[config.mk]
export PLATFORM = sky130hd
export DESIGN_NAME = odd_issue_sched
export DESIGN_NICKNAME = d
export VERILOG_FILES = /design/src/rtl/odd_issue_sched_pkg.sv /design/src/rtl/odd_issue_sched_wb_slot_tracker.sv /design/src/rtl/odd_issue_sched.sv
export SDC_FILE = /design/constraint.sdc
export NUM_CORES = 1
export LEC_CHECK = 0
export CAP_MARGIN = 20
export CORE_UTILIZATION = 25
export CTS_BUF_LIST = sky130_fd_sc_hd__clkbuf_4 sky130_fd_sc_hd__clkbuf_8
export CTS_CLUSTER_SIZE = 20
export DETAILED_ROUTE_END_ITERATION = 6
export PLACE_DENSITY = 0.53
export SLEW_MARGIN = 20
export SYNTH_ARGS = -nofsm -noshare
export SYNTH_HDL_FRONTEND = slang
export SYNTH_SLANG_ARGS = --single-unit
export TNS_END_PERCENT = 5
[constraint.sdc]
create_clock -name clk -period 3.7 [get_ports clk]
set_clock_uncertainty 0.15 [all_clocks]
set_input_delay 0.925 -clock clk [delete_from_list [all_inputs] [get_ports clk]]
set_output_delay 0.925 -clock clk [all_outputs]
set_load 0.03 [all_outputs]
[src/rtl/odd_issue_sched_pkg.sv]
// Shared definitions for the odd-pipe issue scheduler: unit encoding,
// per-unit writeback latencies and the writeback-slot count.
package odd_issue_sched_pkg;

    typedef enum logic [1:0] {
        UNIT_PERM  = 2'd0,
        UNIT_LS    = 2'd1,
        UNIT_BR    = 2'd2,
        UNIT_UNDEF = 2'd3
    } unit_e;

    localparam int         NUM_SLOTS = 6;
    localparam logic [2:0] LAT_BR    = 3'd1;
    localparam logic [2:0] LAT_PERM  = 3'd4;
    localparam logic [2:0] LAT_LS    = 3'd6;

    // Accept-to-writeback latency; the undefined unit code behaves as Perm.
    function automatic logic [2:0] unit_latency(input logic [1:0] unit);
        unit_e u;
        u = unit_e'(unit);
        case (u)
            UNIT_BR: return LAT_BR;
            UNIT_LS: return LAT_LS;
            default: return LAT_PERM;
        endcase
    endfunction

    // One-hot slot mask for "lat cycles ahead" (slot k lives in bit k-1).
    function automatic logic [NUM_SLOTS-1:0] slot_onehot(input logic [2:0] lat);
        logic [NUM_SLOTS-1:0] one;
        one = NUM_SLOTS'(1);
        return one << (lat - 3'd1);
    endfunction

endpackage

[src/rtl/odd_issue_sched_wb_slot_tracker.sv]
// Writeback-slot reservation shift register. Every edge the vector moves one
// slot closer to writeback; a set request marks slot set_lat of the shifted
// vector. query_busy looks at the slot an accept this cycle would claim,
// i.e. slot query_lat after this edge's shift (current bit query_lat).
module odd_issue_sched_wb_slot_tracker
    import odd_issue_sched_pkg::*;
(
    input  logic                 clk,
    input  logic                 reset,
    input  logic [2:0]           query_lat,
    output logic                 query_busy,
    input  logic                 set_en,
    input  logic [2:0]           set_lat,
    output logic [NUM_SLOTS-1:0] resv_vec
);

    logic [NUM_SLOTS-1:0] resv_q;
    logic [NUM_SLOTS-1:0] resv_d;
    logic [7:0]           resv_ext;

    // Conflict query: zero-extended so the longest latency never sees a hit.
    always_comb begin
        resv_ext   = 8'(resv_q);
        query_busy = resv_ext[query_lat];
    end

    // Next vector: shift toward writeback, then add the new reservation.
    always_comb begin
        resv_d = resv_q >> 1;
        if (set_en) begin
            resv_d = resv_d | slot_onehot(set_lat);
        end
    end

    // Reservation register; reset abandons every outstanding slot.
    always_ff @(posedge clk or negedge reset) begin
        if (!reset) begin
            resv_q <= '0;
        end else begin
            resv_q <= resv_d;
        end
    end

    assign resv_vec = resv_q;

endmodule

[src/rtl/odd_issue_sched.sv]
// Odd-pipe issue scheduler: accepts one decoded instruction per cycle unless
// a flush is active or its writeback slot is already taken, then registers
// the fields toward the RF stage.
// Optional build macro: ODD_SCHED_PERF_EN adds the saturating stall_cnt output.
//
// Handshake: an instruction transfers on a cycle where in_valid && in_ready.
// in_ready depends only on flush, reset, in_reg_write, in_unit and resv_vec
// (never on in_valid); an offered instruction that is not taken is held by
// upstream and retried.
module odd_issue_sched
    import odd_issue_sched_pkg::*;
(
    input  logic                 clk,
    input  logic                 reset,
    input  logic                 in_valid,
    output logic                 in_ready,
    input  logic [10:0]          in_op,
    input  logic [2:0]           in_format,
    input  logic [1:0]           in_unit,
    input  logic [6:0]           in_rt_addr,
    input  logic                 in_reg_write,
    input  logic                 flush,
    output logic                 out_valid,
    output logic [10:0]          out_op,
    output logic [2:0]           out_format,
    output logic [1:0]           out_unit,
    output logic [6:0]           out_rt_addr,
    output logic                 out_reg_write,
`ifdef ODD_SCHED_PERF_EN
    output logic [15:0]          stall_cnt,
`endif
    output logic [NUM_SLOTS-1:0] resv_vec
);

    logic [2:0] lat;
    logic       slot_busy;
    logic       accept;

    // Ready/accept decode; flush outranks a slot conflict, reset blocks all.
    always_comb begin
        lat      = unit_latency(in_unit);
        in_ready = reset & ~flush & ~(in_reg_write & slot_busy);
        accept   = in_valid & in_ready;
    end

    odd_issue_sched_wb_slot_tracker u_tracker (
        .clk        (clk),
        .reset      (reset),
        .query_lat  (lat),
        .query_busy (slot_busy),
        .set_en     (accept & in_reg_write),
        .set_lat    (lat),
        .resv_vec   (resv_vec)
    );

    // Issue register: pulse out_valid after an accept, hold fields otherwise.
    always_ff @(posedge clk or negedge reset) begin
        if (!reset) begin
            out_valid     <= 1'b0;
            out_op        <= '0;
            out_format    <= '0;
            out_unit      <= '0;
            out_rt_addr   <= '0;
            out_reg_write <= 1'b0;
        end else begin
            out_valid <= accept;
            if (accept) begin
                out_op        <= in_op;
                out_format    <= in_format;
                out_unit      <= in_unit;
                out_rt_addr   <= in_rt_addr;
                out_reg_write <= in_reg_write;
            end
        end
    end

`ifdef ODD_SCHED_PERF_EN
    // Stall counter: cycles an instruction waited on a slot conflict.
    always_ff @(posedge clk or negedge reset) begin
        if (!reset) begin
            stall_cnt <= '0;
        end else if (in_valid && !in_ready && !flush && stall_cnt != 16'hFFFF) begin
            stall_cnt <= stall_cnt + 16'd1;
        end
    end
`endif

endmodule

==> impl_metrics.yaml, run 1 <==
pwr:
  p_per_area_nw_per_um2: 532
  total_power_mw: 1.14
  p_leak_nw: 0.991
  ir_drop_v: 0.000220
die:
  fp.coreArea_um2: 5110
  rows: 26
  io_pins: 60
  die_w_um: 74.8
  die-area_um2: 5600
  start_util: 0.259
  die_height_um: 74.8
synth:
  synth_area_um2: 1330
  yosysSeqAreaShare: 0.585
  postSynthAreaPerCell_um2: 16.2
  ys_seq_elements: 31
  ys_warn_count: 0
  synth_cells: 82
  synth_cell_types: 20
  synth_nets: 113
worst_setup_path:
  crit_path_start_kind: "input pin"
  crit_fanout: 3
  critical_path_class: "in -> out"
  crit_arrival_ps: 2570
  crit_path_end_kind: "primary output"
  worstPathRequired_ps: 2620
placement:
  gp_congestion: 0.816
  hpwl_mm: 2.16
  port_buffers: 59
sta:
  tightestPinTransition_ps: 398
  slew_violations: 0
  period_needed_ps: 3650
  setup_viol: 0
  hold_violations: 0
  timing.slew.headroom: 0.735
  fmax_ghz: 0.274
  period_share: 0.986
status:
  status: "completed"
global_route:
  grt.total_usage: 0.118
  grt_pass1_wl_mm: 4.80
  grt_max_degree: 33
  grt_pass1_vias: 967
  antenna_found_initial: 0
  overflow: 0
layout:
  fin_nets: 180
  drive_above_1_share: 0.287
  area_delta_synth_final_pct: 61.9
  diodes: 0
  post-route-util: 0.420
clock_tree:
  cts_buffer_depth: 2
  root_buffer: "clkbuf_8"
  clkTransAtPathRegs_ps: 70
  ctsHoldBuffers: 0
  tritoncts: "yes"
  cts_sinks: 31
  cts_buffers: 5
  clk_latency_ps: 270
  ctsHtreeMaxLevel: 2
drt:
  drtAntennaViolNets: 0
  vias: 908
  routed_wirelength_mm: 3.08
  viasPerCell: 4.13
  avgRoutedWirePerCell_um: 14.0
  drt_iter0_markers: 18
  drc: 0
  drt_first_pass_iters: 2
job:
  cap_violations: 0
hold_path:
  hold_class: "reg -> reg"
-- worst max-delay path, cell delays in order --
cell and delay [ps]:
clkdlybuf4s50_1 440, buf_4 150, ha_1 230, and4_1 190
a31oi_2 170, nor2_1 100, nor3b_2 170, buf_4 180
-- synth_stat cells --
library cell,instances,share of area
nand2_1,1,0.0028
o21ai_4,1,0.012
inv_1,4,0.011
nand3_1,2,0.0076
nor3b_1,1,0.0057
a41o_1,1,0.0076
clkbuf_1,2,0.0057
ha_1,3,0.028
mux2_4,19,0.22
mux2_2,5,0.042
o21bai_1,2,0.011
a31oi_2,1,0.0094
dfrtp_1,31,0.59
buf_6,2,0.017
nor2b_1,1,0.0047
nor2_1,2,0.0057
and4_1,1,0.0066
nand2b_1,1,0.0047
and3b_1,1,0.0066
a211oi_2,1,0.0094
-- metrics by stage --
stage | area, um2 | std cells | setup TNS, ps | hold WS [ps] | setup WS (ps)
6_report | 2150 | 220 | 0 | 236 | 52.5
4_1_cts | 2130 | 219 | 0 | 240 | 17.2
2_1_floorplan | 1330 | 82 | 0 | 479 | 118
5_1_grt | 2150 | 220 | -30.6 | 256 | -30.6
3_3_place_gp | 2010 | 211 | 0 | 216 | 87.7
3_5_place_dp | 2010 | 211 | -0.730 | 222 | -0.730
-- state kept, by name, indices dropped and copies added, names as in the netlist --
name and flops:
out_op 11, out_format 3, out_rt_addr 7, out_unit 2, out_valid 1, out_reg_write 1, u_tracker.resv_vec 6
-- timing repair --
action / in CTS / in global routing
resized for setup: 1 / 1
setup buffers: 0 / 1
setup endpoints to repair: 1 / 1
-- report_power, final --
part / leakage, nW / internal [mW] / switching [mW] / total, mW
logic: 0.549 / 0.192 / 0.180 / 0.373
registers: 0.381 / 0.395 / 0.0305 / 0.425
clock network: 0.0612 / 0.218 / 0.126 / 0.344
-- worst paths after layout --
| kind | start | end | slack [ps] | cells past startpoint |
|---|---|---|---|---|
| worst max-delay path | in_unit[0] | in_ready | 50 | 8 |
| worst min-delay path | u_tracker.resv_vec[2] | u_tracker.resv_vec[1] | 240 | 0 |
| worst max register to register | u_tracker.resv_vec[3] | out_rt_addr[0] | 1690 | 7 |
| worst min register to register | u_tracker.resv_vec[2] | u_tracker.resv_vec[1] | 240 | 0 |
| max in group asynchronous | reset | out_op[0] | 2180 | 2 |
| min in group asynchronous | reset | u_tracker.resv_vec[2] | 930 | 2 |
-- logic make-up after synthesis --
| group | after synthesis | share of synthesized area |
|---|---|---|
| compound gates | 6 | 0.0500 |
| fa+ha+maj | 3 | 0.0283 |
| buf+inv | 8 | 0.0340 |
| flops | 31 | 0.585 |
| mux | 24 | 0.258 |
| simple gates | 10 | 0.0444 |
-- routing by layer --
| metal | part of all wire | vias up | global-route usage |
|---|---|---|---|
| met1 | 0.42 | 451 | 0.135 |
| met3 | 0.046 | 4 | 0.0268 |
| met4 | 0.014 | 0 | 0.0692 |
| li1 | - | 418 | - |
| met5 | 0 | - | 0 |
| met2 | 0.52 | 35 | 0.203 |
-- area by class of cell --
class / instances / area (um2)
Sequential cell: 31 / 776
Multi-Input combinational cell: 43 / 512
Fill cell: 489 / 2960
Tap cell: 70 / 87.6
Timing Repair Buffer: 64 / 638
Clock inverter: 2 / 35.0
Inverter: 4 / 15.0
Clock buffer: 6 / 82.6
-- placed cells by master (no fill, tap or decap) --
cell type / netlist / routed
a31oi_2: 1 / 1
mux2_2: 5 / 5
clkbuf_8: 0 / 6
and4_1: 1 / 1
clkinv_2: 0 / 1
dfrtp_1: 31 / 31
a41o_1: 1 / 1
nor2_1: 2 / 2
inv_1: 4 / 4
and3b_1: 1 / 1
nor2b_1: 1 / 1
nand2_1: 1 / 1
o21bai_1: 2 / 2
nand2b_1: 1 / 1
a211oi_2: 1 / 1
mux2_4: 19 / 19
nor3b_2: 0 / 1
clkdlybuf4s50_1: 0 / 58
buf_12: 0 / 1
ha_2: 0 / 1
buf_4: 0 / 5
bufinv_16: 0 / 1
o21ai_4: 1 / 1
ha_1: 3 / 2
nand3_1: 2 / 2
Power figures use the tool's default switching activity.
==> run 2: changes to the inputs <==
--- a/config.mk
+++ b/config.mk
@@ -10,6 +10,7 @@
 export CTS_BUF_LIST = sky130_fd_sc_hd__clkbuf_4 sky130_fd_sc_hd__clkbuf_8
 export CTS_CLUSTER_SIZE = 20
 export DETAILED_ROUTE_END_ITERATION = 6
+export MAX_ROUTING_LAYER = met4
 export PLACE_DENSITY = 0.53
 export SLEW_MARGIN = 20
 export SYNTH_ARGS = -nofsm -noshare
==> run 2 against run 1 <==
Against the previous run:
- sequential cell count stayed put
- core utilization stayed put
- hold slack stayed put
- sequential power hardly changed
- global-route usage is 0.40 points higher
- clock-buffer cell count stayed put
- combinational power hardly changed
- fmax hardly changed
- worst setup slack worse by 1.1 ps
- register-to-register slack hardly changed
- critical endpoint unchanged
- highest routed layer unchanged
==> impl_metrics.yaml, run 2 (synthesis gave the netlist of run 1 again) <==
status:
  status: "completed"
die:
  io_pins: 60
  rows: 26
  die_height_um: 74.8
  start_util: 0.259
  fp.coreArea_um2: 5110
  die_w_um: 74.8
  die-area_um2: 5600
drt:
  wl_met1_mm: 1.30
  drtAntennaViolNets: 0
  drt_iter0_markers: 17
  wl_met3_um: 133
  highest-signal-layer: "met4"
  avgRoutedWirePerCell_um: 14.0
  viasPerCell: 4.14
  routed_wirelength_mm: 3.08
  routed-wl-met2_mm: 1.61
  drc: 0
  drt_first_pass_iters: 2
  vias: 910
pwr:
  p_per_area_nw_per_um2: 532
  ir_drop_v: 0.000220
  comb_power_share: 0.326
  pwr-share-seq: 0.372
  clkPwrFrac: 0.301
  sw_frac_of_total: 0.295
  p_leak_nw: 0.991
  p_int_mw: 0.805
  power.switching_mw: 0.337
clock_tree:
  cts_sinks: 31
  ctsHoldBuffers: 0
  ctsHtreeMaxLevel: 2
  tritoncts: "yes"
  clkTransAtPathRegs_ps: 70
  clk_latency_ps: 270
  cts_buffers: 5
  cts_buffer_depth: 2
  root_buffer: "clkbuf_8"
layout:
  diodes: 0
  layout_commonest_cell: "clkdlybuf4s50_1"
  fin_nets: 180
  layout_common_cells: "clkdlybuf4s50_1 (58), dfrtp_1 (31), mux2_4 (19)"
  area_delta_synth_final_pct: 61.9
  fin_cells: 220
  largest_reg_flops: 11
  drive_above_1_share: 0.287
  registers.top_by_ff_count: "out_op"
  fill_cells: 489
hold_path:
  hold-path-cell-count: 0
  holdPathEnd: "u_tracker.resv_vec[1]"
  hold_start: "u_tracker.resv_vec[2]"
  hold_class: "reg -> reg"
sta:
  slew_violations: 0
  fmax_ghz: 0.274
  hold_violations: 0
  whs_ps: 236
  timing.slew.headroom: 0.735
  period_needed_ps: 3650
  tightestPinTransition_ps: 398
  period_share: 0.986
  setup_viol: 0
  setup_tns_ps: 0
  fin_ws_ps: 51.4
worst_setup_path:
  worstRegToRegCells: 7
  worstPathRequired_ps: 2620
  slowest_stage: "clkdlybuf4s50_1"
  crit_arrival_ps: 2570
  crit_path_start_kind: "input pin"
  r2r_slack_ps: 1680
  r2r-end: "out_rt_addr[0]"
  slowest_delay_ps: 440
  cp_common_cell: "buf_4"
  critical_path_class: "in -> out"
  cp_cell_sequence: "clkdlybuf4s50_1 > buf_4 > ha_1 > and4_1 > a31oi_2 > nor2_1 > nor3b_2 > buf_4"
  r2r_start: "u_tracker.resv_vec[3]"
  crit_fanout: 3
  crit_path_end_kind: "primary output"
placement:
  port_buffers: 59
  gp_congestion: 0.828
  dpl.cell_count: 211
  dpl_worst_slack_ps: -0.730
  hpwl_mm: 2.16
global_route:
  grt.total_usage: 0.122
  overflow: 0
  grt_pass1_wl_mm: 4.80
  grt_pass1_vias: 967
  grt_max_degree: 33
  antenna_found_initial: 0
job:
  cap_violations: 0
-- run 2: cell counts in the layout (fill, tap and decap cells not counted) --
Identical to the previous run, type by type.
-- run 2: worst max path at each step --
stage	start	depth (start not counted)	slack, ps	end
finish	in_unit[0]	8	50	in_ready
detailed placement	in_unit[0]	8	-0.7	in_ready
floorplan	in_unit[0]	6	120	in_ready
global route	in_unit[0]	8	-30	in_ready
global placement	in_unit[0]	8	90	in_ready
CTS	in_unit[1]	8	20	in_ready
-- run 2: final cells by class --
cell class,instances,area (um2),share of cell area
Clock buffer,6,82.6,0.0385
Clock inverter,2,35.0,0.0163
Inverter,4,15.0,0.00700
Multi-Input combinational cell,43,512,0.238
Sequential cell,31,776,0.362
Tap cell,70,87.6,0.0408
Timing Repair Buffer,64,638,0.297
-- run 2: through the flow --
step	util	power, mW	cell area (um2)
4_1_cts	0.418	1.15	2130
3_5_place_dp	0.394	0.805	2010
3_3_place_gp	0.394	0.797	2010
6_report	0.420	1.14	2150
2_1_floorplan	-	0.632	1330
5_1_grt	0.420	1.19	2150
-- run 2: timing repair --
| action | CTS | global route |
|---|---|---|
| setup buffers | 0 | 1 |
| setup endpoints to repair | 1 | 1 |
| gates resized for setup | 1 | 1 |
-- run 2: power groups by stage --
stage               Sequential, mW  Clock [mW]  Combinational (mW)
finish                       0.425       0.344               0.373
detailed placement           0.432           0               0.373
floorplan                    0.541           0              0.0907
global route                 0.432       0.369               0.392
CTS                          0.426       0.352               0.376
global placement             0.428           0               0.369
-- run 2: critical path: cells and delay by family --
kind / cells / cell delay, ps
compound gates: 1 / 170
fa+ha+maj: 1 / 230
buf+inv: 3 / 770
simple gates: 3 / 460
-- run 2: routing by layer --
| metal | up-vias | track usage |
|---|---|---|
| li1 | 418 | - |
| met1 | 453 | 0.137 |
| met2 | 35 | 0.203 |
| met3 | 4 | 0.0254 |
| met4 | 0 | 0.0692 |
| met5 | - | - |
